===== src/rtl/axi_pkg.sv =====
// -----------------------------------------------------------------------------
// axi_pkg
// Shared AXI constants and types for the core-side AXI master bridge.
//   - AXI response codes, burst/size encodings, channel field widths
//   - state_t : bridge FSM state encoding
//   - resp_is_err() : true for any response other than OKAY
// No ports (package).
// -----------------------------------------------------------------------------
package axi_pkg;

    localparam int LEN_W   = 4;
    localparam int SIZE_W  = 3;
    localparam int BURST_W = 2;
    localparam int RESP_W  = 2;

    localparam logic [RESP_W-1:0]  AXI_RESP_OKAY   = 2'b00;
    localparam logic [RESP_W-1:0]  AXI_RESP_EXOKAY = 2'b01;
    localparam logic [RESP_W-1:0]  AXI_RESP_SLVERR = 2'b10;
    localparam logic [RESP_W-1:0]  AXI_RESP_DECERR = 2'b11;

    localparam logic [BURST_W-1:0] BURST_INCR = 2'b01;
    localparam logic [SIZE_W-1:0]  SIZE_WORD  = 3'b010;

    typedef enum logic [2:0] {
        ST_IDLE,
        ST_RADDR,
        ST_RDATA,
        ST_WREQ,
        ST_WRESP
    } state_t;

    // EXOKAY is treated as an error too: this master never issues exclusive accesses.
    function automatic logic resp_is_err(input logic [RESP_W-1:0] resp);
        return resp != AXI_RESP_OKAY;
    endfunction

endpackage


===== src/rtl/axi_core_master_if.sv =====
// -----------------------------------------------------------------------------
// axi_core_master_if
// Single-beat AXI4 bus bundle (AR/R/AW/W/B channels) between the core-side
// master bridge and the interconnect.
//   modport master : drives AR/AW/W valid+payload, RREADY, BREADY
//   modport slave  : drives ARREADY, AWREADY, WREADY, R and B channels
// Parameters: ID_W, ADDR_W, DATA_W (strobe width is DATA_W/8).
// -----------------------------------------------------------------------------
interface axi_core_master_if #(
    parameter int ID_W   = 4,
    parameter int ADDR_W = 32,
    parameter int DATA_W = 32
);
    import axi_pkg::*;

    localparam int STRB_W = DATA_W / 8;

    // read address
    logic [ID_W-1:0]    arid;
    logic [ADDR_W-1:0]  araddr;
    logic [LEN_W-1:0]   arlen;
    logic [SIZE_W-1:0]  arsize;
    logic [BURST_W-1:0] arburst;
    logic               arvalid;
    logic               arready;
    // read data
    logic [ID_W-1:0]    rid;
    logic [DATA_W-1:0]  rdata;
    logic [RESP_W-1:0]  rresp;
    logic               rlast;
    logic               rvalid;
    logic               rready;
    // write address
    logic [ID_W-1:0]    awid;
    logic [ADDR_W-1:0]  awaddr;
    logic [LEN_W-1:0]   awlen;
    logic [SIZE_W-1:0]  awsize;
    logic [BURST_W-1:0] awburst;
    logic               awvalid;
    logic               awready;
    // write data
    logic [DATA_W-1:0]  wdata;
    logic [STRB_W-1:0]  wstrb;
    logic               wlast;
    logic               wvalid;
    logic               wready;
    // write response
    logic [ID_W-1:0]    bid;
    logic [RESP_W-1:0]  bresp;
    logic               bvalid;
    logic               bready;

    modport master (
        output arid, araddr, arlen, arsize, arburst, arvalid,
        input  arready,
        input  rid, rdata, rresp, rlast, rvalid,
        output rready,
        output awid, awaddr, awlen, awsize, awburst, awvalid,
        input  awready,
        output wdata, wstrb, wlast, wvalid,
        input  wready,
        input  bid, bresp, bvalid,
        output bready
    );

    modport slave (
        input  arid, araddr, arlen, arsize, arburst, arvalid,
        output arready,
        output rid, rdata, rresp, rlast, rvalid,
        input  rready,
        input  awid, awaddr, awlen, awsize, awburst, awvalid,
        output awready,
        input  wdata, wstrb, wlast, wvalid,
        output wready,
        output bid, bresp, bvalid,
        input  bready
    );

endinterface


===== src/rtl/axi_core_master.sv =====
// -----------------------------------------------------------------------------
// axi_core_master
// Bridges a simple one-request-at-a-time core memory port onto AXI4. Each
// accepted request becomes one single-beat AXI read (AR/R) or write (AW/W/B).
// Read data, a one-cycle completion pulse and an error flag go back to the core.
//
// Ports:
//   clk, rst      clock; asynchronous active-low reset
//   core_req      request strobe, sampled only while core_busy=0
//   core_write    1=write, 0=read (sampled with core_req)
//   core_addr     byte address
//   core_wstrb    byte strobe, forwarded unchanged to WSTRB
//   core_wdata    write data
//   core_busy     transaction in flight (low only in IDLE)
//   core_done     one-cycle pulse after the final R or B handshake
//   core_rdata    read data, held until the next read completes
//   core_err      response was not OKAY, valid with core_done
//   axi           AXI bus, master modport
// -----------------------------------------------------------------------------
module axi_core_master
    import axi_pkg::*;
#(
    parameter int            ID_W      = 4,
    parameter logic [ID_W-1:0] MASTER_ID = 4'h0,
    parameter int            ADDR_W    = 32,
    parameter int            DATA_W    = 32
) (
    input  logic                  clk,
    input  logic                  rst,
    input  logic                  core_req,
    input  logic                  core_write,
    input  logic [ADDR_W-1:0]     core_addr,
    input  logic [DATA_W/8-1:0]   core_wstrb,
    input  logic [DATA_W-1:0]     core_wdata,
    output logic                  core_busy,
    output logic                  core_done,
    output logic [DATA_W-1:0]     core_rdata,
    output logic                  core_err,
    axi_core_master_if.master     axi
);

    localparam int STRB_W = DATA_W / 8;

    state_t              state;

    // latched request
    logic [ADDR_W-1:0]   addr_q;
    logic [STRB_W-1:0]   wstrb_q;
    logic [DATA_W-1:0]   wdata_q;

    // registered handshake outputs
    logic                arvalid_q;
    logic                rready_q;
    logic                awvalid_q;
    logic                wvalid_q;
    logic                bready_q;

    // write channel progress and read-burst bookkeeping
    logic                aw_ok;
    logic                w_ok;
    logic                rd_first;
    logic                rd_err;

    logic                ar_hs;
    logic                r_hs;
    logic                aw_hs;
    logic                w_hs;
    logic                b_hs;
    logic                r_beat_err;

    assign ar_hs      = arvalid_q & axi.arready;
    assign r_hs       = rready_q  & axi.rvalid;
    assign aw_hs      = awvalid_q & axi.awready;
    assign w_hs       = wvalid_q  & axi.wready;
    assign b_hs       = bready_q  & axi.bvalid;
    assign r_beat_err = resp_is_err(axi.rresp);

    // Response IDs are not checked: only one transaction is ever outstanding.
    logic unused_ids;
    assign unused_ids = ^{axi.rid, axi.bid};

    assign core_busy = (state != ST_IDLE);

    always_ff @(posedge clk or negedge rst) begin
        if (!rst) begin
            state      <= ST_IDLE;
            addr_q     <= '0;
            wstrb_q    <= '0;
            wdata_q    <= '0;
            arvalid_q  <= 1'b0;
            rready_q   <= 1'b0;
            awvalid_q  <= 1'b0;
            wvalid_q   <= 1'b0;
            bready_q   <= 1'b0;
            aw_ok      <= 1'b0;
            w_ok       <= 1'b0;
            rd_first   <= 1'b0;
            rd_err     <= 1'b0;
            core_done  <= 1'b0;
            core_err   <= 1'b0;
            core_rdata <= '0;
        end else begin
            core_done <= 1'b0;
            case (state)
                ST_IDLE: begin
                    if (core_req) begin
                        addr_q  <= core_addr;
                        wstrb_q <= core_wstrb;
                        wdata_q <= core_wdata;
                        if (core_write) begin
                            awvalid_q <= 1'b1;
                            wvalid_q  <= 1'b1;
                            aw_ok     <= 1'b0;
                            w_ok      <= 1'b0;
                            state     <= ST_WREQ;
                        end else begin
                            arvalid_q <= 1'b1;
                            state     <= ST_RADDR;
                        end
                    end
                end

                ST_RADDR: begin
                    if (ar_hs) begin
                        arvalid_q <= 1'b0;
                        rready_q  <= 1'b1;
                        rd_first  <= 1'b1;
                        rd_err    <= 1'b0;
                        state     <= ST_RDATA;
                    end
                end

                ST_RDATA: begin
                    // Only the first beat's data is kept; every beat's RRESP
                    // contributes to the error flag.
                    if (r_hs) begin
                        rd_first <= 1'b0;
                        rd_err   <= rd_err | r_beat_err;
                        if (rd_first) begin
                            core_rdata <= axi.rdata;
                        end
                        if (axi.rlast) begin
                            rready_q  <= 1'b0;
                            core_done <= 1'b1;
                            core_err  <= rd_err | r_beat_err;
                            state     <= ST_IDLE;
                        end
                    end
                end

                ST_WREQ: begin
                    // AW and W complete independently; each VALID drops after
                    // its own handshake and is never raised again.
                    if (aw_hs) begin
                        awvalid_q <= 1'b0;
                        aw_ok     <= 1'b1;
                    end
                    if (w_hs) begin
                        wvalid_q <= 1'b0;
                        w_ok     <= 1'b1;
                    end
                    if ((aw_ok || aw_hs) && (w_ok || w_hs)) begin
                        bready_q <= 1'b1;
                        state    <= ST_WRESP;
                    end
                end

                ST_WRESP: begin
                    if (b_hs) begin
                        bready_q  <= 1'b0;
                        core_done <= 1'b1;
                        core_err  <= resp_is_err(axi.bresp);
                        state     <= ST_IDLE;
                    end
                end

                default: begin
                    state <= ST_IDLE;
                end
            endcase
        end
    end

    // Fixed single-beat, word-sized INCR transfers; payload from latched request.
    assign axi.arid    = MASTER_ID;
    assign axi.araddr  = addr_q;
    assign axi.arlen   = '0;
    assign axi.arsize  = SIZE_WORD;
    assign axi.arburst = BURST_INCR;
    assign axi.arvalid = arvalid_q;
    assign axi.rready  = rready_q;

    assign axi.awid    = MASTER_ID;
    assign axi.awaddr  = addr_q;
    assign axi.awlen   = '0;
    assign axi.awsize  = SIZE_WORD;
    assign axi.awburst = BURST_INCR;
    assign axi.awvalid = awvalid_q;

    assign axi.wdata   = wdata_q;
    assign axi.wstrb   = wstrb_q;
    assign axi.wlast   = wvalid_q;
    assign axi.wvalid  = wvalid_q;
    assign axi.bready  = bready_q;

endmodule


===== src/flat_wrapper.sv =====
// flat-port wrapper written by rule: the top's interface ports become plain ports
module axi_core_master_flat import axi_pkg::*;
#(
    parameter int            ID_W      = 4,
    parameter logic [ID_W-1:0] MASTER_ID = 4'h0,
    parameter int            ADDR_W    = 32,
    parameter int            DATA_W    = 32
)
  (clk, rst, core_req, core_write, core_addr, core_wstrb, core_wdata, core_busy, core_done, core_rdata, core_err, axi_arid, axi_araddr, axi_arlen, axi_arsize, axi_arburst, axi_arvalid, axi_arready, axi_rid, axi_rdata, axi_rresp, axi_rlast, axi_rvalid, axi_rready, axi_awid, axi_awaddr, axi_awlen, axi_awsize, axi_awburst, axi_awvalid, axi_awready, axi_wdata, axi_wstrb, axi_wlast, axi_wvalid, axi_wready, axi_bid, axi_bresp, axi_bvalid, axi_bready);
  axi_core_master_if #(.ID_W(ID_W), .ADDR_W(ADDR_W), .DATA_W(DATA_W)) axi_i ();
  input  logic clk;
  input  logic rst;
  input  logic core_req;
  input  logic core_write;
  input  logic [ADDR_W-1:0] core_addr;
  input  logic [DATA_W/8-1:0] core_wstrb;
  input  logic [DATA_W-1:0] core_wdata;
  output logic core_busy;
  output logic core_done;
  output logic [DATA_W-1:0] core_rdata;
  output logic core_err;
  output wire logic [$bits(axi_i.arid)-1:0] axi_arid;
  output wire logic [$bits(axi_i.araddr)-1:0] axi_araddr;
  output wire logic [$bits(axi_i.arlen)-1:0] axi_arlen;
  output wire logic [$bits(axi_i.arsize)-1:0] axi_arsize;
  output wire logic [$bits(axi_i.arburst)-1:0] axi_arburst;
  output wire logic [$bits(axi_i.arvalid)-1:0] axi_arvalid;
  input wire logic [$bits(axi_i.arready)-1:0] axi_arready;
  input wire logic [$bits(axi_i.rid)-1:0] axi_rid;
  input wire logic [$bits(axi_i.rdata)-1:0] axi_rdata;
  input wire logic [$bits(axi_i.rresp)-1:0] axi_rresp;
  input wire logic [$bits(axi_i.rlast)-1:0] axi_rlast;
  input wire logic [$bits(axi_i.rvalid)-1:0] axi_rvalid;
  output wire logic [$bits(axi_i.rready)-1:0] axi_rready;
  output wire logic [$bits(axi_i.awid)-1:0] axi_awid;
  output wire logic [$bits(axi_i.awaddr)-1:0] axi_awaddr;
  output wire logic [$bits(axi_i.awlen)-1:0] axi_awlen;
  output wire logic [$bits(axi_i.awsize)-1:0] axi_awsize;
  output wire logic [$bits(axi_i.awburst)-1:0] axi_awburst;
  output wire logic [$bits(axi_i.awvalid)-1:0] axi_awvalid;
  input wire logic [$bits(axi_i.awready)-1:0] axi_awready;
  output wire logic [$bits(axi_i.wdata)-1:0] axi_wdata;
  output wire logic [$bits(axi_i.wstrb)-1:0] axi_wstrb;
  output wire logic [$bits(axi_i.wlast)-1:0] axi_wlast;
  output wire logic [$bits(axi_i.wvalid)-1:0] axi_wvalid;
  input wire logic [$bits(axi_i.wready)-1:0] axi_wready;
  input wire logic [$bits(axi_i.bid)-1:0] axi_bid;
  input wire logic [$bits(axi_i.bresp)-1:0] axi_bresp;
  input wire logic [$bits(axi_i.bvalid)-1:0] axi_bvalid;
  output wire logic [$bits(axi_i.bready)-1:0] axi_bready;
  assign axi_arid = axi_i.arid;
  assign axi_araddr = axi_i.araddr;
  assign axi_arlen = axi_i.arlen;
  assign axi_arsize = axi_i.arsize;
  assign axi_arburst = axi_i.arburst;
  assign axi_arvalid = axi_i.arvalid;
  assign axi_i.arready = axi_arready;
  assign axi_i.rid = axi_rid;
  assign axi_i.rdata = axi_rdata;
  assign axi_i.rresp = axi_rresp;
  assign axi_i.rlast = axi_rlast;
  assign axi_i.rvalid = axi_rvalid;
  assign axi_rready = axi_i.rready;
  assign axi_awid = axi_i.awid;
  assign axi_awaddr = axi_i.awaddr;
  assign axi_awlen = axi_i.awlen;
  assign axi_awsize = axi_i.awsize;
  assign axi_awburst = axi_i.awburst;
  assign axi_awvalid = axi_i.awvalid;
  assign axi_i.awready = axi_awready;
  assign axi_wdata = axi_i.wdata;
  assign axi_wstrb = axi_i.wstrb;
  assign axi_wlast = axi_i.wlast;
  assign axi_wvalid = axi_i.wvalid;
  assign axi_i.wready = axi_wready;
  assign axi_i.bid = axi_bid;
  assign axi_i.bresp = axi_bresp;
  assign axi_i.bvalid = axi_bvalid;
  assign axi_bready = axi_i.bready;
  axi_core_master #(.ID_W(ID_W), .MASTER_ID(MASTER_ID), .ADDR_W(ADDR_W), .DATA_W(DATA_W)) u_core (.clk(clk), .rst(rst), .core_req(core_req), .core_write(core_write), .core_addr(core_addr), .core_wstrb(core_wstrb), .core_wdata(core_wdata), .core_busy(core_busy), .core_done(core_done), .core_rdata(core_rdata), .core_err(core_err), .axi(axi_i));
endmodule

===== config.mk =====
export PLATFORM = sky130hd
export DESIGN_NAME = axi_core_master_flat
export DESIGN_NICKNAME = d
export VERILOG_FILES = /design/src/rtl/axi_pkg.sv /design/src/rtl/axi_core_master_if.sv /design/src/rtl/axi_core_master.sv /design/src/flat_wrapper.sv
export SDC_FILE = /design/constraint.sdc
export NUM_CORES = 1
export LEC_CHECK = 0
export CAP_MARGIN = 20
export CORE_MARGIN = 2
export CORE_UTILIZATION = 34
export CTS_CLUSTER_DIAMETER = 100
export DETAILED_ROUTE_END_ITERATION = 6
export GPL_TIMING_DRIVEN = 0
export PLACE_DENSITY = 0.79
export SYNTH_ARGS = -nofsm -noshare
export SYNTH_HDL_FRONTEND = slang
export SYNTH_SLANG_ARGS = --single-unit

===== constraint.sdc =====
create_clock -name clk -period 1.56 [get_ports clk]
set_input_delay 0.468 -clock clk [delete_from_list [all_inputs] [get_ports clk]]
set_output_delay 0.468 -clock clk [all_outputs]
set_load 0.01 [all_outputs]

==> flow_summary.yaml <==
setup_path:
  crit_fanout: 2
  required_ns: 1.09
  crit_path_start_kind: "flip-flop"
  worst_setup_path_end_kind: "output port"
  path_class: "reg -> out"
  crit_arrival_ns: 1.43
placed_design:
  dp.cells: 798
  post_dp_cell_area_um2: 7786
  gp_congestion: 0.7612
  hpwlAfterDp_um: 9786
  preCtsSetupSlack_ns: -0.8247
  port_buffers: 254
finish:
  multi_input_area_um2: 1715
  ff_latch_area_um2: 2853
  insertedDiodeCount: 0
  final_cells: 873
  final_layout_size_suffix_gt1_frac: 0.4690
  fin_nets: 802
  stdcell_area_um2: 9039
  nFillCells: 1011
  syn_to_final_growth_pct: 84.52
timing:
  slew_headroom: 0.4204
  setup_tns_ns: -19.07
  tightest_slew_ns: 0.8694
  timing.final.crit_period_ns: 1.899
  fmax_ghz: 0.5265
  worst_slack_ns: -0.3394
  clock_skew_ns: 0.006613
  drv_slew: 0
  setup_viol: 120
  fin_crit_sh: 1.218
  grt_setup_unrepaired: "true"
  finalHoldViolations: 0
grt:
  grt_pass1_wl_um: 21920
  grt_util_all_layers: 0.1918
  grt_max_degree: 69
  grt-ovfl-total: 0
  grt_antenna_before_repair: 0
  grt_pass1_vias: 4212
outcome:
  status: "complete, but fails checks"
  violations: "setup timing"
synth:
  ys_seq_area_frac: 0.5824
  yosysTopAreaCellShare: 0.5824
  synthArstFlopShare: 1.000
  synth_commonest_cells: "dfrtp_1, mux2_2, buf_4"
  avgSynthCellArea_um2: 14.45
  ys_warn_count: 0
  synth_edf_count: 0
  syn_inst: 339
  ys_seq_elements: 114
  netlist_area_um2: 4898
  synth.largest_area_cell: "dfrtp_1"
  ys_types: 36
  synthTopCellsByArea: "dfrtp_1, mux2_2, buf_4, nand4b_1, buf_6"
  post-synth-top-count-cell: "dfrtp_1"
  synthFlopType: "dfrtp_1"
drt:
  via_per_inst: 4.530
  dr.first_iter.drc_count: 149
  detail_route.wl_per_cell_um: 16.94
  drt_pass1_iterations: 4
  drc_errors: 0
  num_vias: 3955
  ant_nets: 0
  finalWirelength_um: 14790
clock_tree:
  cts_tree: "yes"
  clockBufferDepth: 2
  insertion_delay_ns: 0.41
  clk_pin_slew_ns: 0.05
  htree_levels: 4
  cts_root_buf: "clkbuf_16"
  clock-sinks: 114
  cts_buffers: 17
  cts_hold_buf: 0
pwr:
  vdd_drop_max_mv: 0.9810
  power_density_nw_per_um2: 2074
  p_leak_uw: 0.004166
floorplanning:
  io_pins: 289
  chipWidth_um: 124.0
  coreArea_um2: 13990
  initial_core_util: 0.3502
  rows: 43
  die_h_um: 124.0
  die_area_um2: 15380
flow_run:
  drv_cap: 0
min_path:
  hold_class: "in -> async"
## final cells by class
| cell class | instances | area share |
|---|---|---|
| plain buffers | 64 | 0.06769 |
| clock buffers | 18 | 0.04859 |
| clock inverters | 14 | 0.01813 |
| inverters | 4 | 0.001661 |
| multi-input cells | 172 | 0.1898 |
| flip-flops and latches | 114 | 0.3156 |
| well taps | 180 | 0.02492 |
| repair buffers | 307 | 0.3336 |
## worst paths after layout
path,start,to,slack [ns],cells after the start
worst max-delay path,u_core.state[1],core_busy,-0.34,3
worst min-delay path,rst,u_core.axi.wdata[24],0.16,1
worst max register to register,u_core.state[0],u_core.axi.wdata[14],-0.25,5
worst min register to register,u_core.axi.wdata[2],u_core.axi.wdata[2],0.50,1
max in group asynchronous,rst,u_core.axi.araddr[14],0.69,2
min in group clk,u_core.axi.wdata[2],u_core.axi.wdata[2],0.50,1
## per-stage QoR
stage	power [uW]	hold WS, ns	utilization
6_report	18750	0.1555	0.6462
5_1_grt	19780	0.2171	0.6462
4_1_cts	18650	0.1953	0.6529
3_5_place_dp	13780	0.4860	0.5566
3_3_place_gp	13500	0.4682	0.5548
2_1_floorplan	9075	0.1724	-
## placed cells by master (no fill, tap or decap), types with 5 or more instances in the layout
cell type        instances
a21oi_1                  6
buf_4                   49
buf_6                   96
clkbuf_16               17
clkbuf_2                32
clkdlybuf4s15_1         74
clkdlybuf4s50_1        112
clkinv_2                 5
conb_1                  26
dfrtp_1                114
mux2_2                  68
mux2_4                  34
## power breakdown
part           internal (uW)  switching, uW
Clock                   2540           1390
Sequential              4440            983
Combinational           5900           3490
## flip-flops by register name, summed over array words and instances (netlist names), 3 cells and up
signal / cells
u_core.core_rdata: 32
u_core.axi.wdata: 32
u_core.axi.wstrb: 4
u_core.state: 3
u_core.axi.araddr: 32
## worst max-delay path: stages, from the launching register on
cell and delay (ns):
dfrtp_1 0.39, buf_6 0.12, or3_4 0.38, buf_6 0.13
## kinds of logic (layout without fill, tap and decap cells)
logic type | count (synthesis) | in the layout | synth area share
simple gates | 23 | 23 | 0.03525
flops | 114 | 114 | 0.5824
buf+inv | 77 | 407 | 0.1152
other cells | 2 | 26 | 0.001533
compound gates | 21 | 21 | 0.03116
mux | 102 | 102 | 0.2345
## routing by layer
layer / vias to the layer above / wire [um] / global-route usage
met4: 0 / 328 / 0.07093
met3: 35 / 1473 / 0.08562
met2: 217 / 7843 / 0.3489
met1: 1922 / 5143 / 0.1922
li1: 1781 / - / -
met5: - / 0 / 0
## timing repair
action / in CTS / in global routing
cloned: 3 / 0
setup buffers: 45 / 6
pin swaps: 4 / 3
setup endpoints to repair: 247 / 210
gates resized for setup: 433 / 99
(Power assumes the default switching activity.)
